==> src/rtl/myproject_accum_pkg.sv <==
// Shared constants, FSM encoding and width rule for the dense/conv neuron accumulator.
// The width rule keeps a full group of worst-case products plus bias from overflowing the accumulator.
package myproject_accum_pkg;

    localparam int DEF_PROD_WIDTH = 32;
    localparam int DEF_N_TERMS    = 9;
    localparam int DEF_ACC_WIDTH  = 40;
    localparam int DEF_SHIFT      = 10;
    localparam int DEF_OUT_WIDTH  = 16;

    localparam int DEF_ACC_WIDTH_MIN = DEF_PROD_WIDTH + $clog2(DEF_N_TERMS + 1);

    typedef enum logic [1:0] {
        IDLE  = 2'd0,
        ACCUM = 2'd1,
        EMIT  = 2'd2
    } state_t;

    function automatic bit acc_width_ok(input int prod_w, input int n_terms, input int acc_w);
        return acc_w >= prod_w + $clog2(n_terms + 1);
    endfunction

endpackage

==> src/rtl/myproject_round_sat.sv <==
// Round-half-up right shift, optional ReLU, then saturation to the activation width.
// Purely combinational; sat_o flags a result that was clipped.
module myproject_round_sat #(
    parameter int ACC_WIDTH = 40,
    parameter int SHIFT     = 10,
    parameter int OUT_WIDTH = 16,
    parameter bit RELU      = 1'b0
) (
    input  logic signed [ACC_WIDTH-1:0] acc_i,
    output logic signed [OUT_WIDTH-1:0] data_o,
    output logic                        sat_o
);

    // One guard bit so adding the rounding half can never wrap.
    localparam int SW = ACC_WIDTH + 1;
    localparam logic signed [SW-1:0] HALF  = SW'(1) << (SHIFT - 1);
    localparam logic signed [SW-1:0] MAX_V = SW'({(OUT_WIDTH-1){1'b1}});
    localparam logic signed [SW-1:0] MIN_V = ~MAX_V;

    logic signed [SW-1:0] sum_c;
    logic signed [SW-1:0] rnd_c;

    always_comb begin
        sum_c  = {acc_i[ACC_WIDTH-1], acc_i} + HALF;
        rnd_c  = sum_c >>> SHIFT;
        if (RELU && rnd_c[SW-1]) begin
            rnd_c = '0;
        end
        sat_o  = 1'b0;
        data_o = rnd_c[OUT_WIDTH-1:0];
        if (rnd_c > MAX_V) begin
            data_o = MAX_V[OUT_WIDTH-1:0];
            sat_o  = 1'b1;
        end else if (rnd_c < MIN_V) begin
            data_o = MIN_V[OUT_WIDTH-1:0];
            sat_o  = 1'b1;
        end
    end

endmodule

==> src/rtl/myproject_dense_accum.sv <==
// Sums N_TERMS products plus bias into one activation; result valid 1 cycle after the last term.
// prod_ready drops only while a result is held; the result stays stable until out_ready.
module myproject_dense_accum
    import myproject_accum_pkg::*;
#(
    parameter int PROD_WIDTH = DEF_PROD_WIDTH,
    parameter int N_TERMS    = DEF_N_TERMS,
    parameter int ACC_WIDTH  = DEF_ACC_WIDTH,
    parameter int SHIFT      = DEF_SHIFT,
    parameter int OUT_WIDTH  = DEF_OUT_WIDTH,
    parameter bit RELU       = 1'b0
) (
    input  logic                         ap_clk,
    input  logic                         ap_rst_n,
    input  logic signed [PROD_WIDTH-1:0] prod_data,
    input  logic                         prod_valid,
    output logic                         prod_ready,
    input  logic signed [PROD_WIDTH-1:0] bias,
    output logic signed [OUT_WIDTH-1:0]  out_data,
    output logic                         out_valid,
    input  logic                         out_ready,
    output logic                         out_sat
);

    if (!acc_width_ok(PROD_WIDTH, N_TERMS, ACC_WIDTH) || (N_TERMS < 1) || (N_TERMS > 255) ||
        (SHIFT < 1) || (SHIFT >= PROD_WIDTH)) begin : g_param_err
        $error("myproject_dense_accum: illegal parameter set");
    end

    localparam int              CNT_W    = $clog2(N_TERMS + 1);
    localparam logic [CNT_W-1:0] LAST_CNT = CNT_W'(N_TERMS - 1);

    state_t                      state_q, state_d;
    logic signed [ACC_WIDTH-1:0] acc_q, acc_d;
    logic [CNT_W-1:0]            cnt_q, cnt_d;
    logic signed [OUT_WIDTH-1:0] out_data_q, out_data_d;
    logic                        out_sat_q, out_sat_d;

    logic signed [ACC_WIDTH-1:0] term_c, base_c, sum_c;
    logic signed [OUT_WIDTH-1:0] rs_data;
    logic                        rs_sat;
    logic                        fire;
    logic                        last_term;

    assign prod_ready = ap_rst_n && (state_q != EMIT);
    assign fire       = prod_valid && prod_ready;

    // The first term of a group starts from bias instead of the running sum.
    assign term_c    = {{(ACC_WIDTH-PROD_WIDTH){prod_data[PROD_WIDTH-1]}}, prod_data};
    assign base_c    = (state_q == IDLE) ? {{(ACC_WIDTH-PROD_WIDTH){bias[PROD_WIDTH-1]}}, bias} : acc_q;
    assign sum_c     = base_c + term_c;
    assign last_term = (state_q == IDLE) ? (N_TERMS == 1) : (cnt_q == LAST_CNT);

    myproject_round_sat #(
        .ACC_WIDTH (ACC_WIDTH),
        .SHIFT     (SHIFT),
        .OUT_WIDTH (OUT_WIDTH),
        .RELU      (RELU)
    ) u_round_sat (
        .acc_i  (sum_c),
        .data_o (rs_data),
        .sat_o  (rs_sat)
    );

    always_comb begin
        state_d    = state_q;
        acc_d      = acc_q;
        cnt_d      = cnt_q;
        out_data_d = out_data_q;
        out_sat_d  = out_sat_q;
        case (state_q)
            IDLE, ACCUM: begin
                if (fire) begin
                    acc_d = sum_c;
                    cnt_d = (state_q == IDLE) ? CNT_W'(1) : cnt_q + CNT_W'(1);
                    if (last_term) begin
                        state_d    = EMIT;
                        out_data_d = rs_data;
                        out_sat_d  = rs_sat;
                    end else begin
                        state_d = ACCUM;
                    end
                end
            end
            EMIT: begin
                if (out_ready) begin
                    state_d = IDLE;
                    cnt_d   = '0;
                end
            end
            default: state_d = IDLE;
        endcase
    end

    always_ff @(posedge ap_clk or negedge ap_rst_n) begin
        if (!ap_rst_n) begin
            state_q    <= IDLE;
            acc_q      <= '0;
            cnt_q      <= '0;
            out_data_q <= '0;
            out_sat_q  <= 1'b0;
        end else begin
            state_q    <= state_d;
            acc_q      <= acc_d;
            cnt_q      <= cnt_d;
            out_data_q <= out_data_d;
            out_sat_q  <= out_sat_d;
        end
    end

    assign out_valid = (state_q == EMIT);
    assign out_data  = out_data_q;
    assign out_sat   = out_sat_q;

endmodule
==> config.mk <==
export PLATFORM = sky130hd
export DESIGN_NAME = myproject_dense_accum
export DESIGN_NICKNAME = d
export VERILOG_FILES = /design/src/rtl/myproject_accum_pkg.sv /design/src/rtl/myproject_round_sat.sv /design/src/rtl/myproject_dense_accum.sv
export SDC_FILE = /design/constraint.sdc
export NUM_CORES = 1
export LEC_CHECK = 0
export ABC_AREA = 1
export CORE_MARGIN = 2
export CORE_UTILIZATION = 29
export CTS_CLUSTER_SIZE = 12
export DETAILED_ROUTE_END_ITERATION = 6
export GPL_TIMING_DRIVEN = 0
export HOLD_SLACK_MARGIN = 0.06
export PLACE_DENSITY = 0.48
export SLEW_MARGIN = 15
export SYNTH_ARGS = -nofsm -noshare
export SYNTH_HDL_FRONTEND = slang
export SYNTH_SLANG_ARGS = --single-unit
==> constraint.sdc <==
create_clock -name ap_clk -period 6.05 [get_ports ap_clk]
set_clock_uncertainty 0.15 [all_clocks]
set_input_delay 1.21 -clock ap_clk [delete_from_list [all_inputs] [get_ports ap_clk]]
set_output_delay 1.21 -clock ap_clk [all_outputs]
set_load 0.02 [all_outputs]
# --- Yosys cells after proc, flatten, opt, wreduce, memory -nomap -nowiden ---
# Cells that the tools add are included.
op_classes:
  eq_ne: 6
  n_reduce_logical: 9
  add_sub_neg: 3
  mux: 14
  magnitude_cmp: 2
op_table:
  columns: ["op", "n"]
  rows:
  - ["40-bit by 11-bit adder with 41-bit output (second input constant)", 1]
  - ["40-bit by 32-bit adder with 40-bit output", 1]
  - ["40-bit two-way mux", 1]
  - ["16-bit two-way mux", 2]
  - ["31-bit by 16-bit > comparator with 1-bit output (second input constant)", 1]
  - ["31-bit by 16-bit < comparator with 1-bit output (second input constant)", 1]
  - ["4-bit two-way mux", 3]
  - ["4-bit case mux with 2 select lines", 1]
  - ["2-bit two-way mux", 3]
  - ["3-bit AND reduction", 2]
  - ["4-bit by 1-bit adder with 4-bit output (second input constant)", 1]
  - ["4-bit equality test (second input constant)", 1]
  - ["2-bit != test (second input constant)", 2]
  - ["2-bit case mux with 2 select lines", 1]
  - ["2-bit AND reduction", 2]
  - ["1-bit two-way mux", 3]
  - ["2-bit by 1-bit equality test with 1-bit output (second input constant)", 1]
  - ["2-bit equality test (second input constant)", 1]
  - ["1-bit logical AND", 2]
  - ["2-bit logical NOT", 1]
  - ["2-bit by 1-bit != test with 1-bit output (second input constant)", 1]
  - ["2-bit nonzero test", 1]
  - ["2-bit OR reduction", 1]
word_totals:
  elab_cells: 39
  input_bits: 68
  output_inout_bits: 19
  reg_bits: 63

# --- Longest topological paths before layout ---
# Gate-level depths: netlist of run 1.
depth:
  word_depth: 7
  ltp_mapped: 33
  ltp_nobuf: 30

# --- Hierarchy ---
# Synthesis of run 1 repeated with hierarchy kept, for this count alone.
unflattened:
  cells_unflattened: 1282
  hier_area_um2: 7403.4
by_module_without_submodules:
  columns: ["mod", "cells_each", "instances", "seq_area_each_um2", "area_per_inst_um2"]
  rows:
  - ["myproject_dense_accum", 1012, 1, 1576.5, 6120.9]
  - ["myproject_round_sat", 270, 1, 0.0, 1282.5]

# --- Worst setup path after synthesis of run 1 ---
# No wires, ideal clock.
synth_path:
  path_type: "input -> register"
  from: "input bias[0]"
  to: "register out_data_q[10] (netlist: out_data[10])"
  path_slack_ps: 1664
  arrival_ps: 4115
  setup_ps: 121
  path_buffers: 1
  path_stages: 25
  required_ps: 5779
  path_cell_list: "nand2_1 o21ai_0 ha_1 inv_1 fa_1 inv_1 nand3_1 nand3_2 nand2_1 nand2_1 ha_1 nand3_1 nor2_2 nand3_2 inv_2 nand3_2 nor2_4 nand3b_1 nand2_1 nand2_1 nor2_2 nand3_2 a21oi_4 buf_6 a21oi_2"
synth_between:
  elab_chain_cells: 6
  elab_cells_between_ends: 7
  cone_classes: "add/sub (2); order compare (2); mux (3)"
synth_rtl:
  columns: ["element", "line_no", "rtl"]
  rows:
  - ["start, declared", "myproject_dense_accum.sv:18", "input logic signed [PROD_WIDTH-1:0] bias,"]
  - ["40-bit two-way mux (*)", "myproject_dense_accum.sv:50", "assign base_c = (state_q == IDLE) ? {{(ACC_WIDTH-PROD_WIDTH){bias[PROD_WIDTH-1]}}, bias} : acc_q;"]
  - ["40-bit by 32-bit adder with 40-bit output (*)", "myproject_dense_accum.sv:51", "assign sum_c = base_c + term_c;"]
  - ["via sum_c[10]", "myproject_dense_accum.sv:39", "logic signed [ACC_WIDTH-1:0] term_c, base_c, sum_c;"]
  - ["40-bit by 11-bit adder with 41-bit output (*)", "myproject_round_sat.sv:24", "sum_c = {acc_i[ACC_WIDTH-1], acc_i} + HALF;"]
  - ["31-bit by 16-bit < comparator with 1-bit output", "myproject_round_sat.sv:34", "end else if (rnd_c < MIN_V) begin"]
  - ["16-bit two-way mux", "myproject_round_sat.sv:34", null]
  - ["16-bit two-way mux (*)", "myproject_round_sat.sv:31", "if (rnd_c > MAX_V) begin"]
  - ["end signal, assigned", "myproject_dense_accum.sv:106", "out_data_q <= out_data_d;"]
  - ["end, declared", "myproject_dense_accum.sv:36", "logic signed [OUT_WIDTH-1:0] out_data_q, out_data_d;"]
# Mark *: on every way through the listed nets, which the timed path passes. The rest lies on a longest branch.
# A chain may end at the register's enable or synchronous reset.

# --- Worst setup path after layout of run 1 ---
layout_path:
  from: "register state_q[0]"
  to: "register out_data_q[11] (netlist: out_data[11])"
layout_between:
  elab_chain_cells: 7
  elab_cells_between_ends: 15
  cone_classes: "add/sub (2); order compare (2); eq/ne (2); mux (4); reduce/logical (5)"
layout_rtl:
  columns: ["element", "line_no", "rtl"]
  rows:
  - ["start, declared", "myproject_dense_accum.sv:33", "state_t state_q, state_d;"]
  - ["start signal, assigned", "myproject_dense_accum.sv:103", "state_q <= state_d;"]
  - ["2-bit logical NOT", "myproject_dense_accum.sv:50, myproject_dense_accum.sv:52, myproject_dense_accum.sv:71", null]
  - ["40-bit two-way mux", "myproject_dense_accum.sv:50", null]
  - ["40-bit by 32-bit adder with 40-bit output", "myproject_dense_accum.sv:51", null]
  - ["40-bit by 11-bit adder with 41-bit output", "myproject_round_sat.sv:24", null]
  - ["31-bit by 16-bit < comparator with 1-bit output", "myproject_round_sat.sv:34", null]
  - ["16-bit two-way mux", "myproject_round_sat.sv:34", null]
  - ["16-bit two-way mux", "myproject_round_sat.sv:31", null]
# Parallel ways exist; a longest one is shown, timed or not.

==> results.md, run 1 <==
Floorplanning:
- The area of the die is 27500 µm².
- In this run the count of I/O pins placed on the die edge is 87.
- The die boundary height is around 170 µm.
- The core region is 25800 µm².
- Once the floorplan was initialized, standard cells occupied 29.3% of the core.
- The number of rows created at floorplan is 59.
- The floorplan step set the die width to between 150 and 200 µm.

STA:
- The count of final hold-check violations came to 0.
- The time the final worst path needs with I/O delays and setup is ~5.7 ns.
- Setup repair after global routing left no endpoint under its margin.
- Adding up every negative setup slack in the final design gives 0 ns.
- The actual slew at the worst max-slew pin is 0.868 ns.
- Measured against its own limit, the worst slew margin works out to 42.1%.
- Setup violations remaining at the end of the flow were counted as 0.
- The final number of max-transition violations is 0.
- The highest achievable clock rate is 176 MHz.
- Of the available clock period, the critical path in the final layout requires between 90% and 100%.
- Hold is met by approximately 0.33 ns.

Clock tree:
- The number of clock buffers inserted by TritonCTS is 9.
- The clock transition at the registers of the reported paths is 0.06 ns.
- Clock tree synthesis selected as its root buffer the cell sky130_fd_sc_hd__clkbuf_16.
- The clock drives 63 sinks.
- The number of H-tree branching levels is 3.
- The clock tree from TritonCTS is yes.
- The clock tree buffer depth is 2.
- The post-cts hold buffer count is 0.
- Clock latency on the worst-skew pair, taken at its later pin, is ~0.35 ns.

Yosys:
- The number of synthesis warnings is 0.
- The synthesized netlist devotes just under 9% of its cell area to compound gates.
- Multiplexer cells account for 0% of the synthesized area.
- The average instance in the mapped netlist occupies 5.65 µm².
- The fraction of synthesized cell area in xor and xnor cells is 2.54%.
- The post-synthesis net count is 1454.
- Sequential cells were found to cover 20.8% of the synthesized design area.
- The synthesized netlist devotes 49.6% of its cell area to simple gates.
- The mapped netlist covers 7580 µm².
- The dominant combinational cell family by area after synthesis is simple AND/OR/NAND/NOR gates.
- The cell taking the most area after synthesis is sky130_fd_sc_hd__nand2_1.
- The share of Yosys cell area claimed by the top area cell type is between 20% and 30%.
- In the post-synthesis netlist, the biggest area contributors are sky130_fd_sc_hd__nand2_1, sky130_fd_sc_hd__dfrtp_1, sky130_fd_sc_hd__inv_1, sky130_fd_sc_hd__ha_1, sky130_fd_sc_hd__nor2_1.
- The netlist uses 37 different library cells.
- The share of synthesized cell area in full adder, half adder and majority cells is 7.19%.
- Counting every instance in the synthesized netlist gives 1343.
- Counting flops and latches in the post-synthesis netlist gives 63.

Layout:
- The most common cell after layout, fill and taps aside is sky130_fd_sc_hd__nand2_1.
- The finished cells cover 9200 µm².
- The growth of design area from synthesis to finish is 21.3%.
- The number of fill cells in the layout is between 2000 and 3000.
- The fraction of final layout cells sized beyond drive strength 1 is 6.78%.
- After the last flow step, the layout net total stands at ~1600.
- The number of antenna diodes in the final layout is 0.
- The library cells used most frequently in the layout, excluding fill and tap cells, are sky130_fd_sc_hd__nand2_1, sky130_fd_sc_hd__inv_1, sky130_fd_sc_hd__nor2_1, sky130_fd_sc_hd__clkdlybuf4s50_1, sky130_fd_sc_hd__nand3_1.
- The finished layout holds 1781 standard cells, fillers aside.

Place:
- In this run, placement finished with an instance count of 1765.
- Detailed placement ended at an HPWL of 24300 µm.
- The count of input and output buffers is 86.
- The final RePlAce weighted congestion is 0.915.
- The cell area reported after detailed placement is 8890 µm².

Global routing:
- The total overflow reported by the global router is 0.
- The global-route wire length before repair is between 40000 and 50000 µm.
- Entering global routing, the biggest net connects between 50 and 60 pins.
- The via count of the first global-routing pass is between 8000 and 9000.
- The initial antenna violation count is 0.
- The all-layer global routing usage is between 20% and 30%.

Setup path:
- The startpoint identified for the worst register-to-register timing path is state_q[0].
- The required time at the worst-slack endpoint is 6.14 ns.
- The largest single stage delay on the critical path is 0.43 ns.
- The number of buffer and inverter stages on the critical path is 6.
- STA classifies the critical path startpoint as a flip-flop.
- The family with the most delay on the worst path is simple AND/OR/NAND/NOR gates.
- The worst setup path is of the reg -> reg kind.
- For the worst setup path, the data arrival time is 5.76 ns.
- By instance count, the cell type seen most on the critical path is sky130_fd_sc_hd__nand2_1.
- STA classifies the critical path endpoint as a flip-flop.
- The timing startpoint of the critical path is state_q[0].
- The worst-path cell with the longest stage delay is sky130_fd_sc_hd__dfrtp_1.
- In this run the worst path has a maximum fanout of 10.

Detailed routing:
- For this block, the via count after detailed routing is 8484.
- The final routed DRC violation total is 0.
- The post-detailed-route wirelength per cell is 16.3 µm.
- The routed wire length is 29000 µm.
- The first-pass detailed-route iteration total is 5.
- The starting DRC count in detailed routing is between 600 and 700.
- The remaining number of nets flagged by the antenna check after routing is 0.
- Using the TritonRoute via totals, the vias-per-cell ratio works out to around 4.8.

Hold path:
- The path class of the tightest hold or removal check is reg -> reg.
- The worst hold path begins at acc_q[7].

Power:
- Across the VDD grid, the largest voltage drop is 0.134 mV.
- The analysis attributes to cell leakage a power of 4.87 nW.
- The total power consumption of the routed design is 3.39 mW.
- The power density over the cells is 368 nW/µm².

Run status:
- The flow ran to the end, and the final reports show no timing, DRC or antenna violations.

Job:
- Max-cap violations in this run came to 0.
[state kept, by name, indices dropped and copies added (netlist names)]
signal,count
acc_q,40
out_data,16
cnt_q,4
state_q,2
out_sat,1
[per-layer routing]
layer | vias to the layer above | GRT usage, % | routed length (µm)
met2 | 236 | 34.1 | 12900
met5 | - | 0 | 0
li1 | 4396 | - | -
met3 | 41 | 2.70 | 1300
met4 | 0 | 6.65 | 812
met1 | 3811 | 29.2 | 13900
[cells by family after synthesis]
family | Yosys count
simple gates | 877
fa+ha+maj | 43
buf+inv | 219
flops | 63
compound gates | 119
xor+xnor | 22
[final timing paths]
path	endpoint	slack [ns]	cells past startpoint
setup / recovery	out_data[11]	0.38	27
hold reg to reg	acc_q[7]	0.33	2
max in group asynchronous	acc_q[37]	4.66	2
min in group asynchronous	acc_q[16]	0.55	1
hold / removal	acc_q[7]	0.33	2
setup reg to reg	out_data[11]	0.38	27
[worst reg2reg max path: cells and delay by family (launching register included)]
family | cells | cell delay, ns
AOI/OAI and AO/OA | 2 | 0.35
adders and majority gates | 1 | 0.42
buffers and inverters | 6 | 1.27
DFF | 1 | 0.43
and+or+nand+nor | 18 | 2.95
[synthesized netlist by cell type]
master	instances
sky130_fd_sc_hd__nand2_2	15
sky130_fd_sc_hd__xor2_1	14
sky130_fd_sc_hd__o21a_1	1
sky130_fd_sc_hd__inv_1	195
sky130_fd_sc_hd__buf_6	2
sky130_fd_sc_hd__o211ai_1	2
sky130_fd_sc_hd__and2_1	1
sky130_fd_sc_hd__a21oi_1	41
sky130_fd_sc_hd__and3_1	2
sky130_fd_sc_hd__nand3_2	10
sky130_fd_sc_hd__nand3_1	82
sky130_fd_sc_hd__nand2_4	1
sky130_fd_sc_hd__nand3b_1	8
sky130_fd_sc_hd__inv_2	6
sky130_fd_sc_hd__fa_1	1
sky130_fd_sc_hd__o21bai_1	3
sky130_fd_sc_hd__nor3_2	3
sky130_fd_sc_hd__nor2_8	1
sky130_fd_sc_hd__nand4_1	31
sky130_fd_sc_hd__o21ai_0	55
sky130_fd_sc_hd__xnor2_1	8
sky130_fd_sc_hd__buf_1	1
sky130_fd_sc_hd__nor2_2	24
sky130_fd_sc_hd__a21o_1	2
sky130_fd_sc_hd__ha_1	42
sky130_fd_sc_hd__dfrtp_1	63
sky130_fd_sc_hd__nor2_1	134
sky130_fd_sc_hd__nor4_1	2
sky130_fd_sc_hd__a21boi_0	1
sky130_fd_sc_hd__o21ai_1	2
sky130_fd_sc_hd__a211oi_1	1
sky130_fd_sc_hd__nand2_1	548
sky130_fd_sc_hd__a21oi_2	10
sky130_fd_sc_hd__nor3_1	11
sky130_fd_sc_hd__clkbuf_1	15
sky130_fd_sc_hd__nor2_4	4
sky130_fd_sc_hd__a21oi_4	1
[cell type report]
type                       instances  area, µm²  area share, %
inverter                         201        754           8.20
sequential                        63       1580           17.1
multi-input combinational       1061       5180           56.3
buffer                            18       83.8          0.911
clock buffer                       9        225           2.45
clock inverter                     7       77.6          0.843
tap                              335        419           4.56
timing repair buffer              87        886           9.63
[power by group]
| group | switching [mW] | total [mW] | internal, mW | leakage (nW) |
|---|---|---|---|---|
| clock | 0.250 | 0.575 | 0.325 | 0.147 |
| sequential | 0.0700 | 0.610 | 0.539 | 0.790 |
| combinational | 1.53 | 2.20 | 0.670 | 3.93 |
| total | 1.85 | 3.39 | 1.53 | 4.87 |
[what timing repair did]
action | CTS | global route
endpoints found under the setup margin | 0 | 16
gates resized for setup | 0 | 3
setup buffers | 0 | 0
[per-stage QoR]
| stage | setup WS, ns | util, % |
|---|---|---|
| finish | 0.375 | 35.6 |
| global route | 0.0103 | 35.6 |
| CTS | 0.144 | 35.6 |
| detailed placement | 0.142 | 34.4 |
| global placement | -0.685 | 34.3 |
| floorplan | 1.66 | - |
(Power assumes the default switching activity.)
==> run 2: changes to the inputs <==
- CAP_MARGIN: unset -> 20
- DONT_BUFFER_PORTS: unset -> 1
- PLACE_DENSITY: 0.48 -> 0.44
==> results.md, run 2 (synthesis results as in run 1) <==
Setup path:
- For flop-to-flop paths, the worst setup slack is 0.55 ns.
- Data on the critical path is required at its endpoint by 6.18 ns.
- The peak fanout along the critical path is 10.
- The largest individual stage delay along the critical path comes from the cell sky130_fd_sc_hd__dfrtp_1.
- The worst register-to-register path has a depth of 30.
- In this run the critical register-to-register path is launched from state_q[0].
- In this run the worst setup path terminates at out_data[9].
- The timing startpoint of the critical path is state_q[0].
- The cell occurring most often along the worst timing path is sky130_fd_sc_hd__nand2_1.
- The critical path arrival is 5.64 ns.
- The reg-to-reg critical path endpoint is out_data[9].
- The worst setup path is captured at a flip-flop.
- The largest stage delay on the critical path is 0.44 ns.
- The startpoint class of the critical path is a flip-flop.
- The critical path is of the reg -> reg type.
- The number of cells on the critical path is 30.
- Grouping stages by cell kind, the critical path spends the most delay in simple AND/OR/NAND/NOR gates.
- The number of buffers and inverters on the critical path is 6.

Clock tree:
- The insertion delay to the later sink of the worst-skew pair is ~0.35 ns.
- The number of H-tree branching levels is 3.
- The post-cts hold buffer count is 0.
- The number of clock buffers inserted by TritonCTS is 9.
- Clock-pin slew was measured on the worst setup and hold paths at around 0.070 ns.
- The count of buffers added by post-CTS timing repair for setup is 0.
- The clock tree from TritonCTS is yes.
- The clock tree buffer depth is 2.
- The buffer type at the clock tree root is sky130_fd_sc_hd__clkbuf_16.
- The tree built by TritonCTS fans out to 63 sinks.

STA:
- The normalized max-slew margin is 40.7%.
- Across all hold checks on the routed design, the worst slack comes to ~0.34 ns.
- For the pin with the worst max-slew slack, the measured transition is 0.886 ns.
- The final-layout setup total negative slack is 0 ns.
- Setup violations remaining at the end of the flow were counted as 0.
- The count of final hold-check violations came to 0.
- Setup repair after global routing left no endpoint under its margin.
- Based on the critical path, the design can be clocked at up to around 180 MHz.
- The time the final worst path needs with I/O delays and setup is 5.50 ns.
- The final number of max-transition violations is 0.
- The ratio of final minimum period to clock period is about nine tenths.

Detailed routing:
- The post-detailed-route wirelength per cell is 17.3 µm.
- The detail route stage leaves a number of antenna-violating nets equal to 0.
- After detailed routing, the total wire length is 29300 µm.
- Before antenna repair, the detailed router went through 5 iterations.
- In the routed design, unresolved DRC markers number 0.
- Using the TritonRoute via totals, the vias-per-cell ratio works out to 4.80.
- The routed via count is 8139.
- For this block, the initial DRC count from the detailed router was 534.

Global routing:
- Across every metal layer, demand over resource in global routing totals between 20% and 30%.
- The first global-routing pass estimated between 40000 and 50000 µm of wire.
- Summed over all layers, the global routing overflow is 0.
- The via count of the first global-routing pass is ~8000.
- Entering global routing, the biggest net connects between 60 and 70 pins.
- The initial antenna violation count came to 0.

Layout:
- In the final layout, the share of cells above drive strength 1 is 7.14%.
- The flip-flop count of the largest register after layout is 40.
- The final-stage net count is about 1500.
- The top cell types in the final layout, fill and taps aside, are sky130_fd_sc_hd__nand2_1, sky130_fd_sc_hd__inv_1, sky130_fd_sc_hd__nor2_1, sky130_fd_sc_hd__nand3_1, sky130_fd_sc_hd__dfrtp_1.
- The growth of design area from synthesis to finish is 10.0%.
- The library cell used most frequently in the layout, excluding fill and tap cells, is sky130_fd_sc_hd__nand2_1.
- The register with the highest flop count is acc_q.

Hold path:
- The min-delay analysis places its worst path in the category reg -> reg.
- The cell count of the worst hold path is 2.

Place:
- The count of input and output buffers is 0.
- The final RePlAce weighted congestion is 0.901.
- The detailed placer's ending HPWL is 24500 µm.

Floorplanning:
- The die width is between 150 and 200 µm.
- The initial cell density of the core is 29.3%.
- The floorplan step defined a die boundary enclosing around 27000 µm².
- The area inside the core boundary is 25800 µm².
- Measured along the y axis, the die boundary spans 166 µm.
- The number of rows created at floorplan is 59.
- During I/O placement, the number of pins put on the boundary was 87.

Job:
- Across the run, the number of max-cap violations was 0.

Power:
- The reported leakage power is 4.54 nW.
- Across the VDD grid, the largest voltage drop is 0.149 mV.
- Power spread over the standard cell area amounts to 405 nW/µm².

Run status:
- The run finished with clean final reports.
## run 2: changes by cell type in the layout (fill, tap and decap cells not counted), sizes merged
| cell | delta |
|---|---|
| clkdlybuf4s50 | -85 |
| bufinv | +1 |
| diode | +1 |
| clkinv | -1 |
| clkbuf | -1 |
| buf | -1 |
## run 2: worst reg2reg max path: cells and delay by family (launching register included)
family,cells,cell delay [ns]
flip-flops,1,0.44
AND/OR/NAND/NOR,22,3.21
adder cells (fa/ha/maj),1,0.42
buffers and inverters,6,1.08
AO/OA/AOI/OAI,1,0.15
## run 2: stage by stage
step | power (mW) | utilization (%) | std cells | setup WS [ns] | instance area, µm²
2_1_floorplan | 2.13 | - | 1343 | 1.66 | 7580
3_3_place_gp | 2.76 | 31.0 | 1678 | 0.0774 | 8000
3_5_place_dp | 2.77 | 31.0 | 1678 | 0.0842 | 8000
4_1_cts | 3.39 | 32.2 | 1694 | 0.0572 | 8330
5_1_grt | 3.69 | 32.3 | 1694 | 0.0614 | 8340
6_report | 3.38 | 32.3 | 1695 | 0.546 | 8340
## run 2: area by class of cell
cell class / instances / area [µm²]
antenna: 1 / 2.50
buffer: 18 / 85.1
clock buffer: 9 / 225
clock inverter: 7 / 103
fill: 2977 / 17500
inverter: 201 / 754
multi-input combinational: 1061 / 5180
sequential: 63 / 1580
tap: 335 / 419
## run 2: report_power, final
part           switching (mW)  internal (mW)
clock network           0.245          0.367
registers              0.0792          0.540
logic                    1.53          0.619
## run 2: worst min path at each step
stage	start	end	slack, ns
6_report	acc_q[8]	acc_q[8]	0.34
5_1_grt	acc_q[1]	acc_q[1]	0.36
4_1_cts	acc_q[6]	acc_q[6]	0.34
3_5_place_dp	acc_q[6]	acc_q[6]	0.32
3_3_place_gp	acc_q[20]	acc_q[20]	0.32
2_1_floorplan	acc_q[21]	acc_q[21]	0.30
## run 2: per-layer routing
metal  up-vias  wire (µm)  GRT usage [%]
met5         -          0              0
met2       177      13100           35.1
li1       4223          -              -
met1      3713      14400           29.6
met3        26       1200           3.13
met4         0        583           5.56
## run 2: repair_timing
action	4_1_cts	5_1_grt
resized for setup	0	7
hold endpoints to repair	0	0
setup endpoints to repair	0	16
==> run 3: changes to the inputs <==
- CORE_MARGIN: 2 -> 1.5
==> results.md, run 3 (synthesis results as in run 1) <==
Layout:
- The area occupied by multi-input gates is 5170 µm².
- The number of fill cells in the layout is 2914.
- In the layout the commonest cells are sky130_fd_sc_hd__nand2_1, sky130_fd_sc_hd__inv_1, sky130_fd_sc_hd__nor2_1, sky130_fd_sc_hd__nand3_1, sky130_fd_sc_hd__dfrtp_1.
- The register with the highest flop count is acc_q.
- The fraction of final layout cells sized beyond drive strength 1 is 6.99%.
- In the final layout, flip-flops and latches occupy approximately 1600 µm².
- The library cell used most frequently in the layout, excluding fill and tap cells, is sky130_fd_sc_hd__nand2_1.
- The register with the most flip-flops in the layout has 40 of them.
- The final-stage net count is 1465.
- Relative to the synthesized area, the layout overhead comes to 9.85%.

Detailed routing:
- In the routed design, unresolved DRC markers number 0.
- In this run, the number of DRC markers left after iteration 0 of detailed routing was 511.
- The first-pass detailed-route iteration total is 7.
- Dividing the detail-routed wire length by the instance count gives 17.3 µm.
- Dividing the detail-routed via count by the number of cells gives 4.89.
- The final route contains just over 8000 vias.
- After detailed routing, the total wire length is 29300 µm.
- The count of nets left with antenna violations once routing finished came out at 0.

Clock tree:
- After clock tree synthesis, the flow added hold-fix buffers numbering 0.
- The longest clock path from root to sink contains 2 buffers.
- The number of H-tree branching levels is 3.
- After clock tree synthesis, the clock-pin slew on the worst setup and hold paths is 0.07 ns.
- The number of gates resized after cts is 0.
- The total number of clock tree sinks is 63.
- The buffer type at the clock tree root is sky130_fd_sc_hd__clkbuf_16.
- The insertion delay to the later sink of the worst-skew pair is 0.35 ns.
- TritonCTS built the clock tree.
- The count of buffers added by post-CTS timing repair for setup is 0.
- The number of clock buffers added by TritonCTS is 9.

Job:
- The number of max-cap violations is 0.

Power:
- The total power consumption of the routed design is 3.38 mW.
- Of the total power, registers draw 18.1%.
- Net switching is 54.9% of the power.
- The reported leakage power is about 4.5 nW.
- The cell-internal power is 1.53 mW.
- The worst voltage drop across the vdd grid is roughly 0.17 mV.
- The part of the power in combinational logic is 63.5%.
- The clock network burns 18.4% of the power.
- The power density over the cells is 406 nW/µm².
- The switching power of the nets is 1.86 mW.

Floorplanning:
- The area inside the core boundary is 25400 µm².
- For this configuration, the core starts out at a cell density of 29.9%.
- The die is 165 µm tall.
- Row generation in the floorplan step produced 58 rows.
- Measured along the x axis, the die boundary spans 165 µm.
- The number of top-level design ports is 87.
- The area of the die is 27100 µm².

Global routing:
- The total overflow reported by the global router is 0.
- The global-route wire length before repair is 44800 µm.
- The via count of the first global-routing pass is 7877.
- The initial antenna violation count is 1.
- The all-layer global routing usage is 22.3%.
- The layer flagged by global routing as most heavily used is met2.
- In the global route stage, met1 resource usage came out at 30.5%.
- In the global route stage, met3 resource usage came out at 3.06%.
- Global routing used 36.1% of the available met2 tracks.
- The largest net degree at the start of global routing is 65.

Setup path:
- The critical path arrival is 5.74 ns.
- The worst setup path is launched from a flip-flop.
- The required time at the worst-slack endpoint is 6.14 ns.
- In this design, the largest share of critical-path delay is due to simple AND/OR/NAND/NOR gates.
- The largest stage delay on the critical path is 0.56 ns.
- The worst setup path is of the reg -> reg kind.
- For this design, the slowest cell found on the critical path is sky130_fd_sc_hd__clkbuf_1.
- The critical path contains buffers and inverters numbering 5 combined.
- The critical path capture point type is a flip-flop.
- Along the worst path, the maximum fanout reaches 10.
- The cell occurring most often along the worst timing path is sky130_fd_sc_hd__nand2_1.

STA:
- The worst path uses 93.4% of the clock period.
- Setup violations remaining at the end of the flow were counted as 0.
- Headroom to the max-slew limit came out at 40.5%.
- Derived from the worst setup path, the maximum achievable clock frequency is 177 MHz.
- The worst path in the final design needs a cycle of 5.65 ns, including I/O delays and setup.
- The final-layout setup total negative slack is 0 ns.
- Setup repair after global routing left no endpoint under its margin.
- The final number of max-transition violations came to 0.
- The count of final hold-check violations is 0.
- The actual slew at the worst max-slew pin is 0.889 ns.

Place:
- Detailed placement finished with a half-perimeter wire length of 24400 µm.
- The count of buffers added on input and output ports is 0.
- The final RePlAce weighted congestion is 0.928.

Hold path:
- The classification of the worst-slack hold path is reg -> reg.

Run status:
- The flow ran to the end, and the final reports show no timing, DRC or antenna violations.
## run 3: cell count changes in the layout (fill, tap and decap cells not counted), sizes merged
cell and change:
inv +1, clkinv -1
## run 3: through the flow
step / instance area [µm²] / worst slack, ns / hold slack, ns / std cells / utilization (%)
6_report: 8330 / 0.396 / 0.336 / 1690 / 32.8
5_1_grt: 8330 / 0.0203 / 0.356 / 1690 / 32.8
4_1_cts: 8320 / 0.0809 / 0.342 / 1689 / 32.8
3_5_place_dp: 8000 / 0.0903 / 0.324 / 1673 / 31.5
3_3_place_gp: 8000 / 0.173 / 0.321 / 1673 / 31.5
2_1_floorplan: 7580 / 1.66 / 0.299 / 1343 / -
## run 3: routing by layer
layer,routed length (µm),up-vias
met5,0,-
met2,12900,232
li1,-,4220
met3,1610,31
met1,14000,3788
met4,799,0
## run 3: final timing paths
path | from | to | slack [ns] | cells past startpoint
worst max-delay path | state_q[0] | out_data[11] | 0.40 | 28
worst min-delay path | acc_q[7] | acc_q[7] | 0.34 | 2
worst max register to register | state_q[0] | out_data[11] | 0.40 | 28
worst min register to register | acc_q[7] | acc_q[7] | 0.34 | 2
max in group asynchronous | ap_rst_n | acc_q[25] | 5.21 | 0
min in group asynchronous | ap_rst_n | acc_q[7] | 0.39 | 0
## run 3: power by group through the flow
stage	combinational (mW)	sequential [mW]	clock [mW]
floorplan	1.53	0.603	0
global placement	2.14	0.621	0
detailed placement	2.14	0.620	0
CTS	2.15	0.614	0.632
global route	2.41	0.628	0.650
finish	2.15	0.612	0.622
## run 3: area by class of cell
type	instances	area share, %
diodes	1	0.0300
well taps	330	4.96
clock buffers	9	2.70
flip-flops and latches	63	18.9
multi-input cells	1061	62.1
plain buffers	18	1.01
clock inverters	7	1.23
inverters	201	9.06
## run 3: worst min-delay path, delay by kind of cell, from the launching register on
family | cells | cell delay [ns]
flip-flops | 1 | 0.35
AO/OA/AOI/OAI | 1 | 0.05
AND/OR/NAND/NOR | 1 | 0.05
